==> config.mk <==
export PLATFORM = sky130hd
export DESIGN_NAME = i2s_encoder
export DESIGN_NICKNAME = d
export VERILOG_FILES = /design/src/rtl/i2s_encoder.sv
export SDC_FILE = /design/constraint.sdc
export NUM_CORES = 1
export LEC_CHECK = 0
export ABC_AREA = 1
export CORE_MARGIN = 2
export CORE_UTILIZATION = 50
export DETAILED_ROUTE_END_ITERATION = 12
export PLACE_DENSITY = 0.74
export SLEW_MARGIN = 20
export SYNTH_ARGS = -nofsm -noshare
export SYNTH_HDL_FRONTEND = slang
export SYNTH_SLANG_ARGS = --single-unit
export TNS_END_PERCENT = 5
==> constraint.sdc <==
create_clock -name clk_mic -period 2.6 [get_ports clk_mic]
set_clock_uncertainty 0.2 [all_clocks]
set_input_delay 0.39 -clock clk_mic [delete_from_list [all_inputs] [get_ports clk_mic]]
set_output_delay 0.39 -clock clk_mic [all_outputs]
set_load 0.02 [all_outputs]
==> src/rtl/i2s_encoder.sv <==
// rtl/i2s_encoder.sv - I2S transmitter with single-entry holding buffer
module i2s_encoder #(
  parameter int DATAWIDTH = 24,
  parameter int SLOT      = 32
) (
  input  logic                 clk_mic,
  input  logic                 rst_mic_n,
  input  logic                 en,
  input  logic                 in_valid,
  input  logic [DATAWIDTH-1:0] L_IN,
  input  logic [DATAWIDTH-1:0] R_IN,
  output logic                 in_ready,
  output logic                 WS,
  output logic                 DATA,
  output logic                 frame_start,
  output logic                 underrun
);

  localparam int             CW     = $clog2(2 * SLOT);
  localparam logic [CW-1:0]  LAST   = CW'(2 * SLOT - 1);
  localparam logic [CW-1:0]  SLOT_C = CW'(SLOT);
  localparam logic [CW-1:0]  DW_C   = CW'(DATAWIDTH);

  typedef enum logic [1:0] {IDLE, RUN, DRAIN} state_t;

  state_t                 state, state_nxt;
  logic [CW-1:0]          cnt, cnt_nxt;
  logic                   load;
  logic                   full;
  logic                   accept;
  logic                   in_left, in_right;
  logic [DATAWIDTH-1:0]   buf_l, buf_r;
  logic [DATAWIDTH-1:0]   sh_l, sh_r;

  assign in_ready = ~full;
  assign accept   = in_valid & ~full;

  always_ff @(posedge clk_mic or negedge rst_mic_n) begin
    if (!rst_mic_n) state <= IDLE;
    else            state <= state_nxt;
  end

  // RUN and DRAIN share the counter; en at the last bit decides load vs. stop
  always_comb begin
    state_nxt = state;
    cnt_nxt   = cnt;
    load      = 1'b0;
    case (state)
      IDLE: begin
        cnt_nxt = LAST;
        if (en) begin
          state_nxt = RUN;
          cnt_nxt   = '0;
          load      = 1'b1;
        end
      end
      RUN, DRAIN: begin
        if (cnt == LAST) begin
          if (en) begin
            state_nxt = RUN;
            cnt_nxt   = '0;
            load      = 1'b1;
          end else begin
            state_nxt = IDLE;
            cnt_nxt   = LAST;
          end
        end else begin
          cnt_nxt   = cnt + CW'(1);
          state_nxt = en ? RUN : DRAIN;
        end
      end
      default: begin
        state_nxt = IDLE;
        cnt_nxt   = LAST;
      end
    endcase
  end

  always_comb begin
    in_left  = (cnt_nxt != '0) && (cnt_nxt <= DW_C);
    in_right = (cnt_nxt > SLOT_C) && (cnt_nxt <= SLOT_C + DW_C);
  end

  always_ff @(posedge clk_mic or negedge rst_mic_n) begin
    if (!rst_mic_n) begin
      cnt         <= LAST;
      full        <= 1'b0;
      buf_l       <= '0;
      buf_r       <= '0;
      sh_l        <= '0;
      sh_r        <= '0;
      WS          <= 1'b1;
      DATA        <= 1'b0;
      frame_start <= 1'b0;
      underrun    <= 1'b0;
    end else begin
      cnt         <= cnt_nxt;
      WS          <= (cnt_nxt >= SLOT_C);
      frame_start <= load;
      underrun    <= load & ~full;
      if (accept) begin
        buf_l <= L_IN;
        buf_r <= R_IN;
      end
      // a pair offered on an empty-buffer load edge waits for the next frame
      full <= load ? accept : (full | accept);
      if (load) begin
        sh_l <= full ? buf_l : '0;
        sh_r <= full ? buf_r : '0;
        DATA <= 1'b0;
      end else if (in_left) begin
        DATA <= sh_l[DATAWIDTH-1];
        sh_l <= sh_l << 1;
      end else if (in_right) begin
        DATA <= sh_r[DATAWIDTH-1];
        sh_r <= sh_r << 1;
      end else begin
        DATA <= 1'b0;
      end
    end
  end

endmodule
==> metrics.yaml <==
placed_design:
  dp_slack_ns: -0.04326
  hpwl_um: 6615
  gp_congestion: 0.8048
  io_buffers: 56
  placement.cell_area_um2: 5752
  dp_cells: 758
yosys:
  synth_area_um2: 5116
  synth.net_count: 647
  yosys.area.top_type: "dfrtp_1"
  synth.distinct_cells: 28
  synth-main-ff-cell: "dfrtp_1"
  synthTopCellsByArea: "dfrtp_1 50%, nand2_1 12%, nand3_1 5.6%"
  synth-seq-cells: 109
  ys.warnings.count: 0
  synthSimpleGateAreaFrac: 0.2658
  synthCells: 592
  yosysTopAreaCellShare: 0.4989
  synth_top_family_by_area: "simple AND/OR/NAND/NOR gates"
  synthTopCellsByCount: "168 x nand2_1, 102 x dfrtp_1, 57 x nand3_1"
  synth-xor-area-share: 0
  synth_compound_area_frac: 0.08193
  yosysSeqAreaShare: 0.5348
  synthAdderAreaFrac: 0.007337
  synthMostInstantiatedCell: "nand2_1"
  synth-edff-count: 0
  synth.area.mux_share: 0.03742
  syn_area_per_cell_um2: 8.642
  synthArstFlopShare: 1.000
detailed_routing:
  drcViolationCount: 0
  wl_um: 10140
  drt_pass1_iterations: 4
  routedWlPerCell_um: 13.08
  first_iter_violations: 199
  ant_nets: 0
  via_per_inst: 5.083
  vias: 3939
worst_setup_path:
  r2r_start: "state[0]"
  crit_arrival_ns: 2.46
  r2r-end: "sh_r[2]"
  path_delay_family: "simple AND/OR/NAND/NOR gates"
  crit_path_max_incr_delay_ns: 0.48
  crit_buf_inv: 2
  critPathMaxFanout: 55
  reg2reg_depth: 9
  cp-end-kind: "register"
  path_cells: "inv_1 -> ha_1 -> a21oi_1 -> nor3_2 -> nand2_4 -> buf_4 -> nand2_8 -> nand2_1 -> nand2_1"
  critPathSlowestCell: "buf_4"
  critPathLaunchType: "register"
  reg2reg_slack_ns: 0.20
  criticalPathCategory: "register to register"
  crit_path_frequent_cell: "nand2_1"
  critPathRequiredTime_ns: 2.66
floorplan:
  die_h_um: 105.2
  die_w_um: 105.2
  io_pins: 57
  die_area_um2: 11060
  start_util: 0.5186
  core_um2: 9864
  rows: 36
cells_and_area:
  syn_to_final_growth_pct: 17.27
  fin_cells: 775
  finalNetCount: 692
  diodes: 0
  finalInstanceArea_um2: 6000
  drive_above_1_share: 0.1355
global_routing:
  antenna_found_initial: 0
  grt_max_degree: 81
  grt_pass1_wl_um: 17410
  grt_pass1_vias: 3824
  overflow: 0
  grt_use_total: 0.1954
clocking:
  cts.sinks: 109
  clockRootBuffer: "clkbuf_8"
  insertion_delay_ns: 0.37
  htreeDepth: 3
  postCtsSetupBuffers: 0
  cts_inserted_buffers: 9
  cts_tree: "built"
  path_clk_slew_ns: 0.10
  cts_buffer_depth: 2
outcome:
  run_status: "completed"
sta:
  setup_viol: 0
  hold_violations: 0
  fin_ws_ns: 0.2022
  max_freq_mhz: 417.0
  whs_ns: 0.2884
  drv_slew: 0
  tightest_slew_ns: 0.5676
  slew_headroom: 0.6216
  finalCriticalPeriod_ns: 2.398
  fin_crit_sh: 0.9222
  rsz0062_at_grt: "false"
power_and_ir_drop:
  ir_worst_vdd_v: 0.0008309
  powerDensity_nw_per_um2: 1326
  leakagePower_nw: 3.021
  p_total_mw: 7.957
worst_hold_path:
  hold_path_class: "register to register"
  hold_path_end: "sh_r[0]"
  worstHoldPathCells: 2
  min_from: "buf_r[0]"
job:
  max-cap-violations: 0
==> final cells by class <==
class / instances / area (µm²)
fillers: 868 / 3865
multi-input cells: 403 / 2037
clock buffers: 13 / 138.9
inverters: 46 / 172.7
repair buffers: 68 / 683.2
well taps: 133 / 166.4
flip-flops and latches: 109 / 2736
clock inverters: 3 / 65.06
==> sequential cells by signal (all words and copies together) (netlist names) <==
register     flops
full             1
DATA             1
WS               1
frame_start      1
underrun         1
buf_l           24
state            2
buf_r           24
sh_l            24
sh_r            24
cnt              6
==> worst register-to-register path: stages (launching register included) <==
cell and delay, ns:
dfrtp_1 0.36, inv_1 0.06, ha_1 0.38, a21oi_1 0.22, nor3_2 0.08, nand2_4 0.08
buf_4 0.48, nand2_8 0.26, nand2_1 0.13, nand2_1 0.06
==> logic make-up after synthesis <==
group | Yosys count
AO/OA/AOI/OAI | 83
adder cells (fa/ha/maj) | 3
buffers and inverters | 80
flip-flops | 109
multiplexers | 17
AND/OR/NAND/NOR | 300
==> worst max-delay path by stage <==
stage / startpoint / end / slack (ns) / cells past startpoint
2_1_floorplan: cnt[0] / sh_r[10] / 0.41 / 15
3_3_place_gp: en / sh_l[18] / 0.09 / 13
3_5_place_dp: en / sh_r[17] / -0.04 / 9
4_1_cts: cnt[0] / sh_r[17] / 0.09 / 11
5_1_grt: cnt[0] / sh_l[14] / 0.01 / 15
6_report: state[0] / sh_r[2] / 0.20 / 9
==> cells in the final DEF (no fill, tap or decap), drive strengths merged <==
master / n
ha: 3
nand4: 3
dfstp: 7
nand2: 200
clkinv: 1
o21ai: 49
nor2: 37
clkdlybuf4s50: 55
bufinv: 2
o21bai: 1
mux2: 17
buf: 12
o22ai: 1
dlygate4sd3: 1
dfrtp: 102
inv: 46
clkbuf: 13
a21oi: 32
nor3: 1
nand3: 58
nand3b: 1
==> report_power, final <==
part           switching [mW]  internal (mW)  total, mW
clock                   0.548          0.544       1.09
sequential              0.328           2.45       2.78
combinational            2.69           1.40       4.09
==> per-stage QoR <==
step | utilization | TNS (ns)
floorplan | - | 0
global placement | 0.5831 | 0
detailed placement | 0.5831 | -0.2566
CTS | 0.6048 | 0
global route | 0.6082 | 0
finish | 0.6082 | 0
==> timing repair <==
item / 4_1_cts / 5_1_grt
hold buffers: 1 / 0
setup endpoints to repair: 0 / 48
hold endpoints to repair: 41 / 0
resized for setup: 0 / 7
==> routing by layer <==
layer,global-route usage,vias up,share of wire
met5,0,-,0
li1,-,1967,-
met2,0.3140,82,0.47
met3,0.02308,14,0.032
met1,0.2665,1876,0.48
met4,0.08857,0,0.020
No activity file was read; power rests on OpenSTA's default activity.
